==> src/rtl/mvau_sched.sv <==
// mvau_sched: issue scheduler for a matrix-vector activation unit.
// Each input vector arrives as SF words. During the first pass the words
// are streamed straight to mvau_stream and written into the input buffer.
// The remaining NF-1 passes replay the vector from that buffer. Every issue
// carries the matching weight tile address and the accumulator dump flags.
// Optional feature macro: MVAU_SCHED_PERF_EN adds a saturating 16-bit
// completed-vector counter on output vec_cnt.
module mvau_sched #(
  parameter int SF           = 4,
  parameter int NF           = 3,
  parameter int BUF_ADDR_BW  = (SF > 1) ? $clog2(SF) : 1,
  parameter int WMEM_ADDR_BW = (SF * NF > 1) ? $clog2(SF * NF) : 1
) (
  input  logic                    clk,
  input  logic                    rst_n,
  input  logic                    in_v,
  output logic                    in_rdy,
  input  logic                    out_rdy,
  output logic                    buf_wr_en,
  output logic [BUF_ADDR_BW-1:0]  buf_wr_addr,
  output logic                    buf_rd_en,
  output logic [BUF_ADDR_BW-1:0]  buf_rd_addr,
  output logic                    strm_v,
  output logic                    sel_buf,
  output logic [WMEM_ADDR_BW-1:0] wmem_addr,
  output logic                    sf_last,
  output logic                    nf_last
`ifdef MVAU_SCHED_PERF_EN
  ,
  output logic [15:0]             vec_cnt
`endif
);

  localparam int NF_BW = (NF > 1) ? $clog2(NF) : 1;

  typedef enum logic [1:0] {
    IDLE,
    FILL,
    REPLAY
  } state_t;

  state_t                  state_reg;
  state_t                  state_next;
  logic [BUF_ADDR_BW-1:0]  sf_reg;
  logic [NF_BW-1:0]        nf_reg;
  logic                    in_phase;
  logic                    issue;
  logic                    sf_wrap;
  logic                    nf_wrap;
  logic [WMEM_ADDR_BW-1:0] wmem_next;

  // Handshake, buffer port control and next-state decode for the current cycle.
  // rst_n gates the handshake so nothing is accepted while reset is held.
  always_comb begin
    in_phase    = (state_reg != REPLAY);
    in_rdy      = rst_n & out_rdy & in_phase;
    issue       = in_phase ? (in_v & in_rdy) : (rst_n & out_rdy);
    buf_wr_en   = in_phase & issue;
    buf_rd_en   = ~in_phase & issue;
    buf_wr_addr = sf_reg;
    buf_rd_addr = sf_reg;
    sf_wrap     = (sf_reg == BUF_ADDR_BW'(SF - 1));
    nf_wrap     = (nf_reg == NF_BW'(NF - 1));
    wmem_next   = WMEM_ADDR_BW'(32'(nf_reg) * 32'(SF) + 32'(sf_reg));
    state_next  = state_reg;
    if (sf_wrap && nf_wrap) begin
      state_next = IDLE;
    end else if (sf_wrap) begin
      state_next = REPLAY;
    end else if (state_reg == IDLE) begin
      state_next = FILL;
    end
  end

  // FSM, chunk/pass counters and the registered issue outputs; all advance only on an issue.
  always_ff @(posedge clk or negedge rst_n) begin
    if (!rst_n) begin
      state_reg <= IDLE;
      sf_reg    <= '0;
      nf_reg    <= '0;
      strm_v    <= 1'b0;
      sel_buf   <= 1'b0;
      wmem_addr <= '0;
      sf_last   <= 1'b0;
      nf_last   <= 1'b0;
    end else begin
      strm_v <= issue;
      if (issue) begin
        state_reg <= state_next;
        sf_reg    <= sf_wrap ? '0 : sf_reg + BUF_ADDR_BW'(1);
        if (sf_wrap) begin
          nf_reg <= nf_wrap ? '0 : nf_reg + NF_BW'(1);
        end
        sel_buf   <= ~in_phase;
        wmem_addr <= wmem_next;
        sf_last   <= sf_wrap;
        nf_last   <= nf_wrap;
      end
    end
  end

`ifdef MVAU_SCHED_PERF_EN
  // Count vectors that finish by leaving FILL or REPLAY for IDLE; saturates.
  always_ff @(posedge clk or negedge rst_n) begin
    if (!rst_n) begin
      vec_cnt <= 16'h0000;
    end else if (issue && sf_wrap && nf_wrap && (state_reg != IDLE) && (vec_cnt != 16'hFFFF)) begin
      vec_cnt <= vec_cnt + 16'h0001;
    end
  end
`endif

endmodule

==> config.mk <==
export PLATFORM = sky130hd
export DESIGN_NAME = mvau_sched
export DESIGN_NICKNAME = d
export VERILOG_FILES = /design/src/rtl/mvau_sched.sv
export SDC_FILE = /design/constraint.sdc
export NUM_CORES = 1
export LEC_CHECK = 0
export CELL_PAD_IN_SITES_DETAIL_PLACEMENT = 0
export CELL_PAD_IN_SITES_GLOBAL_PLACEMENT = 1
export CORE_ASPECT_RATIO = 1.1
export CORE_MARGIN = 8
export CORE_UTILIZATION = 38
export DETAILED_ROUTE_END_ITERATION = 10
export PLACE_DENSITY_LB_ADDON = 0.12
export SLEW_MARGIN = 25
export SYNTH_ARGS = -nofsm -noshare
export SYNTH_HDL_FRONTEND = slang
export SYNTH_SLANG_ARGS = --single-unit
==> constraint.sdc <==
create_clock -name clk -period 1.9 [get_ports clk]
set_input_delay 0.38 -clock clk [delete_from_list [all_inputs] [get_ports clk]]
set_output_delay 0.38 -clock clk [all_outputs]
set_load 0.03 [all_outputs]
; Word level (Yosys, flattened, before mapping)
; Cells that the tools add are included.
; W data, S select, Z words.
[classes]
n_addsub = 3
multipliers = 0
div = 0
order_cmp = 0
n_eq_ne = 3
shift = 0
muxes = 6
bitwise_logic = 6
n_reduce_logical = 5
[ops]
columns = op, n
row1 = $mux W2, 5
row2 = $and A1 B1 Y1, 5
row3 = $add A2 B1 Y2 const B, 2
row4 = $add A4 B2 Y4, 1
row5 = $eq A2 B2 Y1 const B, 2
row6 = $reduce_and A2 Y1, 2
row7 = $reduce_bool A3 Y1, 1
row8 = $logic_not A2 Y1, 1
row9 = $ne A2 B2 Y1 const B, 1
row10 = $logic_and A1 B1 Y1, 1
row11 = $mux W1, 1
row12 = $not A1 Y1, 1
[word_totals]
ff_bits = 14
latch_bits = 0
ramBits = 0
mem_bits_ro = 0
output_inout_bits = 15
wordCells = 31
n_memories = 0

; Depth between registers and ports, before layout
; Gate-level depths: netlist (run 1).
[logic_depth]
ltp_word = 5
mapped_depth = 4

; Worst setup path before layout (run 1)
; Ideal clock, no wire load.
[synth_timing]
kind = reg-to-output
start = register state_reg[1]
end = output port buf_wr_en
arrival_ns = 1.047
required_time_ns = 1.520
path_slack_ns = 0.473
stages_incl_launch_ff = 4
n_path_buf = 1
path_cell_list = dfrtp_1 -> nor2b_1 -> buf_6 -> nor2_1
[synth_via]
elab_chain_cells = 5
[synth_rtl]
columns = item, line
row1 = "start, declared", 42  ; state_t state_reg;
row2 = "start signal, assigned", 89  ; state_reg <= state_next;
row3 = $ne A2 B2 Y1 (*), 55  ; in_phase = (state_reg != REPLAY);
row4 = $and A1 B1 Y1, 56  ; in_rdy = rst_n & out_rdy & in_phase;
row5 = $and A1 B1 Y1, 57  ; issue = in_phase ? (in_v & in_rdy) : (rst_n & out_rdy);
row6 = $mux W1, 57
row7 = $and A1 B1 Y1 (*), 58  ; buf_wr_en = in_phase & issue;
row8 = "end, declared", 19  ; output logic buf_wr_en,
; Every way passes the cells marked *; elsewhere a longest branch is shown, timed or not.

; Worst setup path after layout (run 1)
[layout_timing]
start = register sf_reg[0] (netlist: buf_rd_addr[0])
end = output port buf_rd_addr[0]
[layout_rtl]
columns = item, line
row1 = "start, declared", 44  ; logic [BUF_ADDR_BW-1:0] sf_reg;
row2 = "start signal, assigned", 90  ; sf_reg <= sf_wrap ? '0 : sf_reg + BUF_ADDR_BW'(1);
row3 = "end, declared", 22  ; output logic [BUF_ADDR_BW-1:0] buf_rd_addr,
; No word-level cell between the ends.

==> impl_metrics.yaml, run 1 <==
status:
  status: "finished clean"
yosys:
  netlist_instances: 50
  ys_seq_area_frac: 0.526
  synth_cell_types: 20
  synth-seq-cells: 14
  syn_nets: 56
  avgSynthCellArea_sq_um: 13.3
  yosys_warnings: 0
  syn-cell-area_sq_um: 666
critical_path:
  cp.required_ns: 1.52
  path_buf_inv: 1
  arrival_ns: 1.43
  worstSetupStartpointType: "flip-flop"
  crit_type: "flip-flop to primary output"
  crit_path_top_delay_cell: "clkdlybuf4s50_1"
  crit_path_end_kind: "primary output"
  path_cells: "clkdlybuf4s50_1"
  cp_top_family: "buffers and inverters"
  critPathMaxStageDelay_ns: 0.71
  path_max_fanout: 7
global_route:
  grt-ovfl-total: 0
  grt_pass1_wl_um: 2120
  grt_pass1_vias: 454
  met1_usage: 0.0854
  grt.total_usage: 0.0795
  grt.busiest_layer: "met2"
  met2_usage: 0.120
  met3_usage: 0.0361
  antenna_found_initial: 0
  grt_max_degree: 10
clock_tree:
  cts.clk_slew.worst_paths_ns: 0.07
  max-clock-path-buffers: 2
  clock_latency_ns: 0.27
  postCtsHoldBufs: 0
  cts_tree: "built"
  cts_buffers: 3
  htree_levels: 1
  clock_sinks: 14
  cts_setup_buffers: 0
  cts_resized: 0
  clock-root-buffer: "clkbuf_4"
power_and_ir_drop:
  finalPower_uw: 1390
  vdd_drop_max_uv: 868
  powerDensity_nw_per_um2: 1550
  p_leak_uw: 0.000419
timing:
  final.setup.tns_ns: 0
  clock_skew_ns: 0.00339
  timing.final.hold_violations: 0
  setup_viol: 0
  worst_slew_pin_slew_ns: 0.316
  slew_viol_final: 0
  rsz0062_at_grt: "false"
  slew_headroom: 0.789
  finalCritPeriodShare: 0.954
  timing.fmax_mhz: 551
  period_minus_slack_ns: 1.81
finish:
  area_growth_pct: 34.4
  fillerInstances: 163
  nets: 81
  regMostFlops: "wmem_addr"
  diodes: 0
  largest_register_ffs: 4
  instances_no_fill: 91
  final_util: 0.520
  drive_above_1_share: 0.315
place:
  port_buffers: 18
  dp_hpwl_um: 993
  placed_cells: 88
  gp_congestion: 0.662
hold_path:
  hold_class: "flip-flop to flip-flop"
floorplan:
  rows: 16
  initial_utilization: 0.387
  core_area_sq_um: 1720
  die_area_sq_um: 3350
  die_w_um: 55.9
  die_y_um: 59.9
  io_pins: 19
detailed_routing:
  routed_wl_um: 1250
  vias_per_cell: 5.13
  drc_errors: 0
  drt_iter0_markers: 1
  post_drt_wl_per_cell_um: 13.7
  num_vias: 467
  dr.pass1.iters: 2
  ant_nets: 0
flow_run:
  drv_cap: 0
[synth_stat cells]
library cell,count,area [sq um]
and3_2,1,7.51
a21bo_2,1,10.0
mux2_2,7,78.8
o2111ai_1,1,8.76
o22a_1,2,17.5
nor2_1,5,18.8
mux2_4,1,15.0
o2111ai_4,1,26.3
buf_4,2,15.0
o2bb2ai_1,1,8.76
ha_1,2,25.0
buf_6,1,11.3
inv_1,3,11.3
nor2b_1,2,12.5
nand3_1,1,5.00
o21bai_4,1,18.8
nand2_1,2,7.51
a21o_1,1,7.51
dfrtp_1,14,350
mux2i_1,1,10.0
[routing by layer]
metal / up-vias / part of all wire
met2: 13 / 0.48
met3: 4 / 0.071
met5: - / 0
met1: 228 / 0.43
li1: 222 / -
met4: 0 / 0.020
[layout by cell type (no fill, tap or decap)]
master / netlist / layout
clkdlybuf4s50_1: 0 / 15
dfrtp_1: 14 / 14
buf_4: 2 / 8
mux2_2: 7 / 7
nor2_1: 5 / 5
inv_1: 3 / 3
clkbuf_4: 0 / 3
nor2b_1: 2 / 2
nand2_1: 2 / 2
o22a_1: 2 / 2
ha_1: 2 / 2
o21bai_4: 1 / 1
nand3_1: 1 / 1
and3_2: 1 / 1
o2111ai_4: 1 / 1
a21bo_2: 1 / 1
o2111ai_1: 1 / 1
a21o_1: 1 / 1
o2bb2ai_1: 1 / 1
mux2i_1: 1 / 1
mux2_4: 1 / 1
[layout make-up]
| class | instances | area (sq um) | share of cell area |
|---|---|---|---|
| well taps | 18 | 22.5 | 0.0252 |
| flip-flops and latches | 14 | 350 | 0.392 |
| inverters | 3 | 11.3 | 0.0126 |
| clock buffers | 3 | 22.5 | 0.0252 |
| repair buffers | 23 | 210 | 0.235 |
| multi-input cells | 30 | 278 | 0.310 |
[per-stage QoR]
| stage | setup WS (ns) | hold WS [ns] | area (sq um) |
|---|---|---|---|
| finish | 0.0866 | 0.490 | 895 |
| detailed placement | 0.122 | 0.478 | 872 |
| global route | 0.00342 | 0.508 | 895 |
| floorplan | 0.473 | 0.0844 | 666 |
| global placement | 0.128 | 0.476 | 872 |
| CTS | 0.0621 | 0.495 | 895 |
[where the power goes]
group	internal, uW	leakage, uW	switching [uW]
logic	337	0.000231	379
registers	419	0.000174	92.9
clock network	73.5	0.0000138	85.7
total	830	0.000419	557
[logic make-up (layout without fill, tap and decap cells)]
| group | count (synthesis) | count (layout) | share of synthesized area |
|---|---|---|---|
| flops | 14 | 14 | 0.526 |
| compound gates | 8 | 8 | 0.147 |
| simple gates | 11 | 11 | 0.0771 |
| fa+ha+maj | 2 | 2 | 0.0376 |
| buf+inv | 6 | 29 | 0.0564 |
| mux | 9 | 9 | 0.156 |
[path summary, 6_finish.rpt]
check	start	endpoint	slack, ns	cells past startpoint
hold reg to reg	sel_buf$_DFFE_PN0P_	sel_buf$_DFFE_PN0P_	0.49	1
setup reg to reg	state_reg[1]$_DFFE_PN0P_	wmem_addr[0]$_DFFE_PN0P_	0.40	4
min in group asynchronous	rst_n	sel_buf$_DFFE_PN0P_	0.51	2
setup / recovery	buf_rd_addr[0]$_DFFE_PN0P_	buf_rd_addr[0]	0.09	1
max in group asynchronous	rst_n	wmem_addr[3]$_DFFE_PN0P_	1.25	2
hold / removal	sel_buf$_DFFE_PN0P_	sel_buf$_DFFE_PN0P_	0.49	1
No activity file was read; power rests on OpenSTA's default activity.
==> run 2: changes to the inputs <==
- CORE_UTILIZATION: 38 -> 35
- CTS_CLUSTER_SIZE: not set -> 25
- REMOVE_ABC_BUFFERS: not set -> 1
- clock period: 1.9 -> 1.8 ns (I/O delays scaled with it)
==> run 2 against run 1 <==
  * Die area rose by 6.2%
  * First-iteration DRC count rose to 5.0 times the previous value
  * Clock power rose by 5%
  * Critical path depth rose by 3
  * Setup slack improved by 0.0013 ns
  * Cell count rose by 4.4%
  * Flip-flop and latch count did not move
  * Routed wire length rose by 4.8%
  * Non-clock buffer count rose by 4
  * Combinational power rose by 7.8%
  * Register-to-register slack got worse by 0.06 ns
  * Highest routed layer unchanged
==> impl_metrics.yaml, run 2 (synthesis gave the netlist of run 1 again) <==
critical_path:
  path_buf_inv: 2
  critPathMaxStageDelay_ns: 0.40
  r2r-start: "state_reg[1]$_DFFE_PN0P_"
  cp.required_ns: 1.44
  crit_path_start: "state_reg[1]$_DFFE_PN0P_"
  arrival_ns: 1.35
  crit_type: "flip-flop to primary output"
  path_cells: "nor2b_1, buf_4, and3_2, buf_4"
  crit_path_top_delay_cell: "dfrtp_1"
  cp_top_family: "flip-flops"
  path_max_fanout: 7
  crit_path_end_kind: "primary output"
  cp_common_cell: "buf_4"
  reg2regPathDepth: 4
  cp_num_cells: 4
  worstSetupStartpointType: "flip-flop"
place:
  placed_cells: 92
  port_buffers: 18
  dp_hpwl_um: 1050
  gp_congestion: 0.763
finish:
  regMostFlops: "wmem_addr"
  nets: 85
  drive_above_1_share: 0.351
  largest_register_ffs: 4
  final_cell_mix: "14 x dfrtp_1, 13 x clkdlybuf4s50_1, 12 x buf_4"
  instances_no_fill: 95
  final_common_cell: "dfrtp_1"
  diodes: 0
  area_growth_pct: 38.5
  final_util: 0.518
timing:
  slew_headroom: 0.780
  holdWs_ns: 0.472
  setup_viol: 0
  final.setup.tns_ns: 0
  clock_skew_ns: 0.00293
  slew_viol_final: 0
  rsz0062_at_grt: "false"
  period_minus_slack_ns: 1.71
  finalCritPeriodShare: 0.951
  timing.fmax_mhz: 584
  timing.final.hold_violations: 0
  worst_slew_pin_slew_ns: 0.329
detailed_routing:
  drt_iter0_markers: 5
  num_vias: 462
  routed_wl_um: 1310
  dr.pass1.iters: 2
  post_drt_wl_per_cell_um: 13.8
  ant_nets: 0
  vias_per_cell: 4.86
  drc_errors: 0
clock_tree:
  htree_levels: 1
  cts_tree: "built"
  clock_sinks: 14
  clock-root-buffer: "clkbuf_4"
  clock_latency_ns: 0.27
  cts.clk_slew.worst_paths_ns: 0.08
  cts_buffers: 3
  max-clock-path-buffers: 2
  cts_setup_buffers: 0
floorplan:
  initial_utilization: 0.374
  die_y_um: 61.7
  die_area_sq_um: 3550
  core_area_sq_um: 1780
  die_w_um: 57.6
  rows: 16
  io_pins: 19
status:
  status: "finished clean"
power_and_ir_drop:
  powerDensity_nw_per_um2: 1600
  finalPower_uw: 1480
  vdd_drop_max_uv: 752
  p_leak_uw: 0.000441
hold_path:
  hold_class: "input pin to asynchronous set/reset pin"
global_route:
  grt_pass1_vias: 486
  grt.total_usage: 0.0852
  antenna_found_initial: 0
  grt_pass1_wl_um: 2310
  grt-ovfl-total: 0
  grt_max_degree: 10
flow_run:
  drv_cap: 0
run 2: through the flow:
| step | worst slack [ns] | instance area (sq um) |
|---|---|---|
| after floorplan | 0.171 | 639 |
| after global placement | 0.105 | 902 |
| after detailed placement | 0.0961 | 902 |
| after CTS | 0.0713 | 922 |
| after global routing | 0.00265 | 922 |
| final | 0.0878 | 922 |
run 2: cell type report:
cell class | instances | area (sq um)
clock buffers | 3 | 22.5
fillers | 168 | 860
inverters | 3 | 11.3
multi-input cells | 30 | 278
flip-flops and latches | 14 | 350
well taps | 18 | 22.5
repair buffers | 27 | 238
run 2: final timing paths:
kind / end / slack [ns]
worst min-delay path: sel_buf$_DFFE_PN0P_ / 0.47
worst min register to register: sel_buf$_DFFE_PN0P_ / 0.50
min in group clk: sel_buf$_DFFE_PN0P_ / 0.50
worst max-delay path: buf_rd_en / 0.09
max in group asynchronous: wmem_addr[0]$_DFFE_PN0P_ / 1.15
worst max register to register: wmem_addr[0]$_DFFE_PN0P_ / 0.34
run 2: worst register-to-register path, cell delays in order, from the launching register on:
cell	delay (ns)
dfrtp_1	0.40
nor2b_1	0.13
buf_4	0.16
o21bai_4	0.27
mux2_2	0.37
run 2: repair_timing:
item                       in CTS  in global routing
hold buffers                    0                  0
setup endpoints to repair       2                  0
gates resized for setup         2                  0
run 2: where the power goes:
part           switching, uW  internal, uW
clock                   89.8          77.3
sequential              96.3           443
combinational            414           358
total                    600           878
run 2: metal layers:
metal / up-vias / GRT usage / part of all wire
met5: - / 0 / 0
met4: 0 / 0.0429 / 0.0077
met3: 2 / 0.0350 / 0.080
met2: 11 / 0.143 / 0.46
met1: 218 / 0.0920 / 0.45
li1: 231 / - / -
